### src/rtl/mmcm_ps_pkg.sv
// Shared types and constants for the MMCM phase-shift sequencer.
package mmcm_ps_pkg;

  localparam int STEP_W_DEF      = 16;
  localparam int POS_W_DEF       = 32;
  localparam int TIMEOUT_CYC_DEF = 1023;

  localparam logic DIR_INC = 1'b1;
  localparam logic DIR_DEC = 1'b0;

  typedef enum logic [1:0] {
    ST_IDLE,
    ST_ISSUE,
    ST_WAIT_DONE,
    ST_GAP
  } ps_state_t;

endpackage

### src/rtl/mmcm_ps_sequencer_if.sv
// Step-request handshake: valid/ready with signed step count and inter-step spacing.
interface mmcm_ps_sequencer_if #(
  parameter int STEP_W = 16
);
  logic                     req_valid;
  logic                     req_ready;
  logic signed [STEP_W-1:0] req_steps;
  logic [15:0]              spacing;

  modport master (output req_valid, req_steps, spacing, input req_ready);
  modport slave  (input req_valid, req_steps, spacing, output req_ready);
endinterface

### src/rtl/mmcm_ps_gap_timer.sv
// Loadable down-counter with zero flag, shared by the GAP spacing and psdone watchdog counts.
// Load wins over decrement; the count holds at zero.
module mmcm_ps_gap_timer #(
  parameter int W = 16
) (
  input  logic         psclk,
  input  logic         reset_n,
  input  logic         load,
  input  logic [W-1:0] load_val,
  input  logic         dec,
  output logic         zero
);
  logic [W-1:0] cnt;

  always_ff @(posedge psclk or negedge reset_n) begin
    if (!reset_n) begin
      cnt <= '0;
    end else if (load) begin
      cnt <= load_val;
    end else if (dec && (cnt != '0)) begin
      cnt <= cnt - W'(1);
    end
  end

  assign zero = (cnt == '0);
endmodule

### src/rtl/mmcm_ps_sequencer.sv
// MMCM fine phase-shift sequencer: first psen one cycle after accept, req_ready low while busy or unlocked.
// Optional psdone watchdog compiled in with `define MMCM_PS_TIMEOUT_EN.
module mmcm_ps_sequencer
  import mmcm_ps_pkg::*;
#(
  parameter int STEP_W      = STEP_W_DEF,
  parameter int POS_W       = POS_W_DEF,
  parameter int TIMEOUT_CYC = TIMEOUT_CYC_DEF
) (
  input  logic                    psclk,
  input  logic                    reset_n,
  mmcm_ps_sequencer_if.slave      req_if,
  input  logic                    abort,
  input  logic                    mmcm_locked,
  input  logic                    psdone,
  output logic                    psen,
  output logic                    psincdec,
  output logic                    busy,
  output logic                    done,
  output logic                    timeout_err,
  output logic signed [POS_W-1:0] phase_pos
);
  localparam int TO_W  = $clog2(TIMEOUT_CYC + 1);
  localparam int TMR_W = (TO_W > 16) ? TO_W : 16;

  ps_state_t               state, state_n;
  logic [STEP_W-1:0]       remaining, remaining_n, steps_mag;
  logic                    dir, dir_n;
  logic [15:0]             spacing_q, spacing_n;
  logic                    psen_n, psincdec_n, done_n, rdy_q;
  logic signed [POS_W-1:0] pos_n;
  logic                    tmr_load, tmr_dec, tmr_zero;
  logic [TMR_W-1:0]        tmr_val;
  logic                    accept, stop, step_sign;
`ifdef MMCM_PS_TIMEOUT_EN
  logic                    terr_q, terr_n;
`endif

  assign step_sign      = req_if.req_steps[STEP_W-1];
  // Most negative step count maps to 2^(STEP_W-1) as an unsigned magnitude.
  assign steps_mag      = step_sign ? (~req_if.req_steps + STEP_W'(1)) : req_if.req_steps;
  assign accept         = req_if.req_valid & rdy_q;
  assign stop           = abort | ~mmcm_locked;
  assign req_if.req_ready = rdy_q;

  always_comb begin
    state_n     = state;
    remaining_n = remaining;
    dir_n       = dir;
    spacing_n   = spacing_q;
    pos_n       = phase_pos;
    psincdec_n  = psincdec;
    psen_n      = 1'b0;
    done_n      = 1'b0;
    tmr_load    = 1'b0;
    tmr_dec     = 1'b0;
    tmr_val     = '0;
`ifdef MMCM_PS_TIMEOUT_EN
    terr_n      = terr_q;
`endif
    case (state)
      ST_IDLE: begin
        if (accept) begin
`ifdef MMCM_PS_TIMEOUT_EN
          terr_n = 1'b0;
`endif
          if (steps_mag == '0) begin
            done_n = 1'b1;
          end else begin
            remaining_n = steps_mag;
            dir_n       = step_sign ? DIR_DEC : DIR_INC;
            psincdec_n  = dir_n;
            spacing_n   = req_if.spacing;
            psen_n      = 1'b1;
            state_n     = ST_ISSUE;
          end
        end
      end
      ST_ISSUE: begin
        if (stop) begin
          done_n  = 1'b1;
          state_n = ST_IDLE;
        end else begin
          state_n = ST_WAIT_DONE;
`ifdef MMCM_PS_TIMEOUT_EN
          tmr_load = 1'b1;
          tmr_val  = TMR_W'(TIMEOUT_CYC - 1);
`endif
        end
      end
      ST_WAIT_DONE: begin
        if (psdone) begin
          remaining_n = remaining - STEP_W'(1);
          pos_n = (dir == DIR_INC) ? phase_pos + POS_W'(1) : phase_pos - POS_W'(1);
          if ((remaining_n == '0) || stop) begin
            done_n  = 1'b1;
            state_n = ST_IDLE;
          end else if (spacing_q == '0) begin
            psen_n  = 1'b1;
            state_n = ST_ISSUE;
          end else begin
            // GAP occupies exactly spacing idle cycles before the next psen.
            state_n  = ST_GAP;
            tmr_load = 1'b1;
            tmr_val  = TMR_W'(spacing_q - 16'd1);
          end
        end
`ifdef MMCM_PS_TIMEOUT_EN
        else if (tmr_zero) begin
          terr_n  = 1'b1;
          done_n  = 1'b1;
          state_n = ST_IDLE;
        end else begin
          tmr_dec = 1'b1;
        end
`endif
      end
      ST_GAP: begin
        if (stop) begin
          done_n  = 1'b1;
          state_n = ST_IDLE;
        end else if (tmr_zero) begin
          psen_n  = 1'b1;
          state_n = ST_ISSUE;
        end else begin
          tmr_dec = 1'b1;
        end
      end
      default: state_n = ST_IDLE;
    endcase
  end

  always_ff @(posedge psclk or negedge reset_n) begin
    if (!reset_n) begin
      state     <= ST_IDLE;
      remaining <= '0;
      dir       <= DIR_DEC;
      spacing_q <= '0;
      psen      <= 1'b0;
      psincdec  <= 1'b0;
      busy      <= 1'b0;
      done      <= 1'b0;
      rdy_q     <= 1'b0;
      phase_pos <= '0;
    end else begin
      state     <= state_n;
      remaining <= remaining_n;
      dir       <= dir_n;
      spacing_q <= spacing_n;
      psen      <= psen_n;
      psincdec  <= psincdec_n;
      busy      <= (state_n != ST_IDLE);
      done      <= done_n;
      rdy_q     <= (state_n == ST_IDLE) & mmcm_locked;
      phase_pos <= pos_n;
    end
  end

`ifdef MMCM_PS_TIMEOUT_EN
  always_ff @(posedge psclk or negedge reset_n) begin
    if (!reset_n) begin
      terr_q <= 1'b0;
    end else begin
      terr_q <= terr_n;
    end
  end
  assign timeout_err = terr_q;
`else
  assign timeout_err = 1'b0;
`endif

  mmcm_ps_gap_timer #(
    .W (TMR_W)
  ) u_gap_timer (
    .psclk    (psclk),
    .reset_n  (reset_n),
    .load     (tmr_load),
    .load_val (tmr_val),
    .dec      (tmr_dec),
    .zero     (tmr_zero)
  );
endmodule

### src/flat_wrapper.sv
// flat-port wrapper written by rule: the top's interface ports become plain ports
module mmcm_ps_sequencer_flat import mmcm_ps_pkg::*;
#(
  parameter int STEP_W      = STEP_W_DEF,
  parameter int POS_W       = POS_W_DEF,
  parameter int TIMEOUT_CYC = TIMEOUT_CYC_DEF
)
  (psclk, reset_n, abort, mmcm_locked, psdone, psen, psincdec, busy, done, timeout_err, phase_pos, req_if_req_valid, req_if_req_steps, req_if_spacing, req_if_req_ready);
  mmcm_ps_sequencer_if #(.STEP_W(STEP_W)) req_if_i ();
  input  logic psclk;
  input  logic reset_n;
  input  logic abort;
  input  logic mmcm_locked;
  input  logic psdone;
  output logic psen;
  output logic psincdec;
  output logic busy;
  output logic done;
  output logic timeout_err;
  output logic signed [POS_W-1:0] phase_pos;
  input wire logic [$bits(req_if_i.req_valid)-1:0] req_if_req_valid;
  input wire logic [$bits(req_if_i.req_steps)-1:0] req_if_req_steps;
  input wire logic [$bits(req_if_i.spacing)-1:0] req_if_spacing;
  output wire logic [$bits(req_if_i.req_ready)-1:0] req_if_req_ready;
  assign req_if_i.req_valid = req_if_req_valid;
  assign req_if_i.req_steps = req_if_req_steps;
  assign req_if_i.spacing = req_if_spacing;
  assign req_if_req_ready = req_if_i.req_ready;
  mmcm_ps_sequencer #(.STEP_W(STEP_W), .POS_W(POS_W), .TIMEOUT_CYC(TIMEOUT_CYC)) u_core (.psclk(psclk), .reset_n(reset_n), .req_if(req_if_i), .abort(abort), .mmcm_locked(mmcm_locked), .psdone(psdone), .psen(psen), .psincdec(psincdec), .busy(busy), .done(done), .timeout_err(timeout_err), .phase_pos(phase_pos));
endmodule
### config.mk
export PLATFORM = sky130hd
export DESIGN_NAME = mmcm_ps_sequencer_flat
export DESIGN_NICKNAME = d
export VERILOG_FILES = /design/src/rtl/mmcm_ps_pkg.sv /design/src/rtl/mmcm_ps_sequencer_if.sv /design/src/rtl/mmcm_ps_gap_timer.sv /design/src/rtl/mmcm_ps_sequencer.sv /design/src/flat_wrapper.sv
export SDC_FILE = /design/constraint.sdc
export NUM_CORES = 1
export LEC_CHECK = 0
export BUFFER_PORTS_ARGS = -buffer_cell sky130_fd_sc_hd__buf_2
export CORE_ASPECT_RATIO = 0.6
export CORE_MARGIN = 2
export CORE_UTILIZATION = 35
export DETAILED_ROUTE_END_ITERATION = 6
export PLACE_DENSITY = 0.56
export SYNTH_ARGS = -nofsm -noshare
export SYNTH_HDL_FRONTEND = slang
export SYNTH_SLANG_ARGS = --single-unit
### constraint.sdc
create_clock -name psclk -period 8.2 [get_ports psclk]
set_input_delay 0.41 -clock psclk [delete_from_list [all_inputs] [get_ports psclk]]
set_output_delay 0.41 -clock psclk [all_outputs]
set_load 0.005 [all_outputs]
==> results of run 1 <==
-- worst max path at each step --
| stage | startpoint | endpoint | slack (ns) | depth (start not counted) |
|---|---|---|---|---|
| 3_3_place_gp | req_if_req_steps[0] | u_core.spacing_q[9] | 4.70 | 10 |
| 5_1_grt | u_core.remaining[0] | u_core.u_gap_timer.cnt[6] | 4.38 | 10 |
| 6_report | u_core.psincdec | u_core.phase_pos[24] | 4.67 | 11 |
| 2_1_floorplan | u_core.psincdec | u_core.phase_pos[31] | 4.99 | 11 |
| 4_1_cts | u_core.psincdec | u_core.phase_pos[24] | 4.75 | 11 |
| 3_5_place_dp | req_if_req_steps[0] | u_core.spacing_q[10] | 4.62 | 10 |
-- final cells by class --
class	instances	area share (%)
Clock inverter	7	1.01
Inverter	20	1.01
Multi-Input combinational cell	646	56.0
Timing Repair Buffer	78	5.44
Clock buffer	9	3.04
Sequential cell	87	29.4
Tap cell	240	4.06
-- cell families (layout without fill, tap and decap cells) --
kind of cell,after synthesis,after routing,share of synthesized area [%]
fa+ha+maj,36,36,6.93
flops,87,87,33.0
mux,20,20,3.33
simple gates,304,304,23.1
compound gates,217,217,20.3
xor+xnor,68,68,9.02
buf+inv,61,114,4.30
other cells,1,1,0.0568
-- power by group through the flow --
stage	sequential [W]	combinational, W	clock [W]
2_1_floorplan	0.000745	0.00102	0
3_3_place_gp	0.000785	0.00135	0
3_5_place_dp	0.000788	0.00135	0
4_1_cts	0.000781	0.00136	0.000442
5_1_grt	0.000814	0.00155	0.000456
6_report	0.000781	0.00137	0.000419
-- metal layers --
metal	global-route usage, %	vias up	part of all wire [%]
li1	-	2999	-
met1	30.6	2766	59
met2	21.9	116	36
met3	3.83	7	4.3
met4	3.14	0	0.54
met5	0	-	0
-- per-stage QoR --
step	total power, W	utilization [%]
finish	0.00257	40.5
global route	0.00282	40.5
CTS	0.00258	40.5
detailed placement	0.00214	38.9
global placement	0.00213	38.9
floorplan	0.00177	-
-- state kept, by name (all words and copies together) (netlist names) --
register	count
u_core.psen	1
u_core.spacing_q	16
u_core.remaining	16
u_core.req_if.req_ready	1
u_core.busy	1
u_core.u_gap_timer.cnt	16
u_core.state	2
u_core.phase_pos	32
u_core.done	1
u_core.psincdec	1
-- synth_stat cells, types with 5 or more instances --
cell type,n
nor3_1,21
dfrtp_1,87
o31ai_1,7
mux2_2,16
a31oi_1,9
o21ai_0,68
nor2b_1,8
o2111ai_1,5
nor2_1,73
xnor2_1,48
a211oi_1,8
nand4_1,9
ha_1,35
and3_1,5
buf_2,5
nand2_1,91
or4_1,6
a21oi_1,63
or2_2,6
nand2b_1,11
o211ai_1,7
xor2_1,20
clkbuf_1,27
nand3_1,22
nor3b_1,5
a21o_1,11
or3_1,8
nor4_1,17
inv_1,20
-- critical path, cell delays in order (launching register included) --
cell      delay, ns
dfrtp_1        0.39
inv_1          0.06
buf_4          0.39
ha_1           0.36
a21oi_1        0.27
o22ai_1        0.22
a311oi_1       0.52
nor2_1         0.21
a41o_1         0.31
a21oi_1        0.21
nor4b_1        0.07
or3_1          0.39
==> metrics list, run 1 <==
* Via count normalized by instance count: ~5.4
* Class of the tightest hold or removal check: in2async
- Residual overflow from global routing: 0
- Aggregate global-route resource usage: around 18%
- Top post-synthesis cells by area: dfrtp_1, ha_1, xnor2_1, nand2_1, o21ai_0
- Number of synthesis warnings: 0
- Post-CTS setup buffer count: 0
- Period utilization: 43.1%
- The final layout contains routed wiring with a total length of between 15000 and 20000 microns.
* Pin count of the biggest net entering global routing: 66
* Cell count after placement: ~1100
* Logic pwr share: 53.4%
- Port bufs: 74
- At the end of routability-driven placement, the weighted congestion stood at 0.866.
- Die Span X: approximately 180 microns
- In this run the critical register-to-register path is launched from u_core.psincdec.
* Slew Viols, Final: 0
- Gates resized during post-CTS repair numbered 0.
- Count of pins on the block boundary: between 70 and 80
- dfrtp_1 takes more of the synthesized area than any other cell.
- Hold repair after CTS inserted 0 buffers.
- Max-capacitance violation count: 0
- Fill cells: 1895
* IR drop worst, VDD: roughly 0.14 mV
* Final Hold Slack: roughly 0.067 ns
* DRC violations left: 0
- Buffers inserted during clock tree synthesis total 9.
- The worst setup path is of the reg2reg kind.
* Setup repair after global routing missed its margin: false
- Adding up every negative setup slack in the final design gives 0 ns.
- Net switching is a little under half of the power.
- The count of nets left with antenna violations once routing finished came out at 0.
- Synthesized flop and latch total: 87
* Kind of launch point of the worst setup path: register
- Number of library cell types mapped by synthesis: 68
* Reg2reg setup slack: 4.67 ns
* Buffers from clock root to sink, at most: 2
- Post-placement worst setup slack: 4.62 ns
* Leakage: around 3.2 nW
- Of the post-synthesis cell area, the dominant cell type holds 33.0%.
- For the pin with the worst max-slew slack, the measured transition is between 1 and 1.5 ns.
- Final instance area: 7400 sq um
* Post-synthesis net count: 868
- Largest fanout on the critical path: 32
* Data required time of the critical path: between 8 and 9 ns
- EDFF count, synth: 0
* Area growth, synth to finish: 12.1%
- Each instance of the synthesized netlist takes up on average 8.32 sq um.
- Post-layout min period: 3.53 ns
* Routed WL per cell: between 15 and 20 microns
- Number of antenna violations at the first check in global routing: 0
- Excluding fillers, the count of instances in the completed layout stands at roughly 1100.
* Capture point of the worst reg-to-reg path: u_core.phase_pos[24]
- The flow ran to the end, and the final reports show no timing, DRC or antenna violations.
- After the first detailed-routing iteration, the DRC count stood at 535.
* Number of setup violations in the final report: 0
- Synthesis handed over a netlist of 794 instances.
- The tree is rooted in a clkbuf_16.
- Net count reported at finish: between 900 and 1000
* Sequential group share of total power: 30.3%
- Summed over all nets, the switching power comes to about 0.0012 W.
- The routed layout has 5888 vias.
- After synthesis, the share of flip-flops with an asynchronous set or reset is 100%.
- Number of hold violations in the final report: 0
- Post-synth top flop: dfrtp_1
- At the worst endpoint, the arrival time is 3.76 ns.
- For the final database, setup skew stands at between 0.009 and 0.01 ns.
- The clock net in this run drives a total of between 80 and 90 sinks.
- The number of antenna diodes in the final layout is 0.
- Fraction of layout cells with a size suffix above 1: 15.2%
- Multi-input combinational cell area: 4150 sq um
- Mapped cell area: 6600 sq um
- Cell Pwr Density: 348 nW/um^2
- The placed instances occupy a cell area of 7100 sq um.
- Cell Int Power: 0.00140 W
- Worst reg2reg path depth: 11
- Die Area: 20000 sq um
- Most frequent cells in the layout: nand2_1, dfrtp_1, nor2_1, buf_2, o21ai_0
- Starting density of the core: 36.2%
- Summing all flip-flop and latch instances after layout gives 2180 sq um.
* Post-layout worst setup margin: between 4 and 5 ns
- The worst pin sits at a relative slew slack of 18.5%.
- Final HPWL from detailed placement: about 13000 microns
* Placeable core region: ~18000 sq um
- From bottom edge to top edge, the die measures about 110 microns.
* Crit path capture type: register
* Rows: 38
* CTS tree: done
- Clock transition at the registers of the reported paths: 0.07 ns
- The clock tree synthesis step divided the H-tree into 3 levels.
* Worst skew pair latency: between 0.3 and 0.4 ns
* Part of the total power dissipated in the clock network: 16.3%
- Sequential area share after synthesis: 33.0%
* Peak clock frequency supported by timing: 283 MHz
- Via count of the first global-routing pass: approximately 5300
- Number of search-and-repair iterations in the first detailed-routing pass: 5
* Most common cell after layout, fill and taps aside: nand2_1
- The first global-routing pass estimated 28900 microns of wire.
Note: power is estimated with default switching activity, not from simulation.
==> run 2, diff against run 1 <==
PLACE_DENSITY = 0.58   (was 0.56)
clock period = 3.2 ns   (was 8.2 ns; I/O delays follow)
==> run 2 against run 1 <==
Compared with the run above: die area is the same; clock-buffer cell count up 1; highest routed layer unchanged; power grew to 2.7 times the previous value; routed wire length is 3.0% higher; non-clock buffer count rose by 28; sequential share of layout area down 1.1 points; first-iteration DRC count grew 8.8%; critical path type unchanged.
==> metrics list, run 2 (synthesis gave the netlist of run 1 again) <==
- The total CTS buffers came to 9 (unchanged).
- Setup repair after global routing missed its margin: false
- The power density of the placed cells came to 899 nW/um^2 (+160%).
- The register-to-register setup slack is 0.15 ns (-4.52 ns).
- The total number of H-tree levels is 3 (unchanged).
* Fill cells: 1889 (-0.32%)
* Multi-input combinational cell area: 4180 sq um (+0.88%)
- Rows: 38 (unchanged)
* Worst Skew: 0.00823 ns (-0.00177 ns)
* Final instance area: 7700 sq um (+4.0%)
- Buffers from clock root to sink, at most: 2 (unchanged)
* Top register by number of flip-flops: u_core.phase_pos
- The total congestion overflow after global routing is 0 (unchanged).
- Die Area: 20000 sq um (unchanged)
- Startpoint of the most critical setup path: u_core.psincdec
- Arrival time reported for the critical path endpoint: 3.30 ns (-0.46 ns)
* Die Span X: 181 microns (unchanged)
* Leakage: 3.39 nW (+5.1%)
- The tree is rooted in a clkbuf_16.
- In this run the worst hold path is classified as in2reg.
- Placed standard-cell area: 7320 sq um (+3.0%)
* Aggregate global-route resource usage: 18.2% (+0.26 points)
- In this run the critical register-to-register path is captured at u_core.phase_pos[16].
- The worst slack at placement is 0.0521 ns (-4.57 ns).
- The routability-driven placement congestion ratio is 0.912 (+5.2%).
* Pin count of the biggest net entering global routing: 55 (-17%)
- The count of endpoints failing setup in the final report was 0 (unchanged).
- The final routed wirelength across all metal layers came to 18000 microns (+3.0%).
- The number of max-cap violations was 0 (unchanged).
* Critical register-to-register path startpoint: u_core.psincdec
- The initial standard-cell utilization of the core is 36.2% (unchanged).
- Via count of the first global-routing pass: 5339 (+1.7%)
- Via count normalized by instance count: 5.41 (-0.18%)
- The clock period minus final worst setup slack is 3.05 ns (-0.481 ns).
- Most frequent cells in the layout: nand2_1, dfrtp_1, nor2_1, buf_2, o21ai_0
- Worst Max-Slew Pin Slew: 1.04 ns (-0.175 ns)
* Initial DRC Count: 582 (+8.8%)
* Post-layout worst setup margin: 0.147 ns (-4.52 ns)
* Port bufs: 74 (unchanged)
* Fraction of layout cells with a size suffix above 1: 18.4% (+3.1 points)
* Crit path capture type: register
- Clock transition at the registers of the reported paths: 0.07 ns (about the same)
- Slew Viols, Final: 0 (unchanged)
- The number of antenna violations at the first check in global routing was 0 (unchanged).
- The placed wire-length estimate came to 13700 microns (+5.1%).
- Worst skew pair latency: 0.36 ns (about the same)
- Max-slew headroom: 30.6% (+12 points)
- The library cell used most frequently in the layout, excluding fill and tap cells, is nand2_1.
- The first-pass GRT wire length came to 29200 microns (+0.98%).
* Antenna cell count: 0 (unchanged)
* CTS tree: done
- Status: finished, final reports clean
- The required time of the critical path was 3.45 ns (-4.97 ns).
- Number of hold violations in the final report: 0 (unchanged)
- Kind of launch point of the worst setup path: register
* Placeable core region: 18300 sq um (unchanged)
- Net count reported at finish: 945 (+3.2%)
- The number of flip-flops in the largest register was 32 (unchanged).
- The storage element area was 2180 sq um (unchanged).
- Following the worst setup path forward leads to its endpoint at u_core.phase_pos[16].
- The fmax was 328 MHz (+16%).
* Total negative setup slack: 0 ns (unchanged)
- Count of pins on the block boundary: 76 (unchanged)
* Crit path kind: reg2reg
- The number of DRC violations after detailed routing came to 0 (unchanged).
- Number of search-and-repair iterations in the first detailed-routing pass: 5 (unchanged)
- Worst reg2reg path depth: 11 (unchanged)
- Area growth, synth to finish: 16.6%
- The maximum VDD drop is 0.316 mV (+130%).
* Antenna-violating nets left: 0 (unchanged)
* Largest fanout on the critical path: 17 (-47%)
- Chip height: 110 microns (unchanged)
- The TritonCTS sink count was 87 (unchanged).
- The via count was 6034 (+2.5%).
- The detail-routed net length per standard cell is 16.2 microns (+0.32%).
- The final worst-path cycle share was 95.4% (+52 points).
[run 2: stage by stage]
stage / utilization, % / hold WS, ns / cells / total power, W
2_1_floorplan: - / -0.136 / 794 / 0.00453
3_3_place_gp: 40.1 / 0.288 / 1096 / 0.00569
3_5_place_dp: 40.1 / 0.290 / 1096 / 0.00570
4_1_cts: 41.9 / 0.0100 / 1114 / 0.00689
5_1_grt: 42.2 / 0.00793 / 1116 / 0.00755
6_report: 42.2 / 0.0242 / 1116 / 0.00692
[run 2: how the worst min path moves through the flow]
stage / startpoint / endpoint / depth (start not counted)
detailed placement: reset_n / u_core.phase_pos[18] / 1
floorplan: reset_n / u_core.busy / 0
global route: req_if_spacing[3] / u_core.spacing_q[3] / 2
CTS: req_if_spacing[3] / u_core.spacing_q[3] / 2
global placement: reset_n / u_core.phase_pos[15] / 1
finish: req_if_spacing[0] / u_core.spacing_q[0] / 3
[run 2: what timing repair did]
action	in CTS	in global routing
setup buffers	0	1
hold buffers	2	0
resized for setup	0	9
endpoints found under the hold margin	54	0
setup endpoints to repair	0	24
[run 2: cell type report]
cell class	count	area share [%]
flip-flops and latches	87	28.3
multi-input cells	647	54.3
inverters	20	1.02
clock buffers	10	3.10
repair buffers	106	8.40
clock inverters	6	0.991
well taps	240	3.90
[run 2: critical path: stages (launching register included)]
cell and delay (ns):
dfrtp_1 0.39, clkinvlp_4 0.15, buf_6 0.19, ha_1 0.38, nand3_1 0.09, o22ai_1 0.36, a311oi_1 0.22, o21ai_0 0.41
nand3_1 0.15, o21ai_0 0.24, xor2_1 0.09, mux2_2 0.26
[run 2: power breakdown]
group	leakage [nW]	internal [W]	switching [W]
Clock	0.156	0.000641	0.000506
Sequential	1.09	0.00153	0.000459
Combinational	2.14	0.00166	0.00212
[run 2: routing by layer]
layer	part of all wire [%]	up-vias	GRT usage, %
met4	0.91	0	3.41
met2	35	150	21.5
met1	58	2823	31.2
li1	-	3047	-
met3	5.7	14	4.35
met5	0	-	0
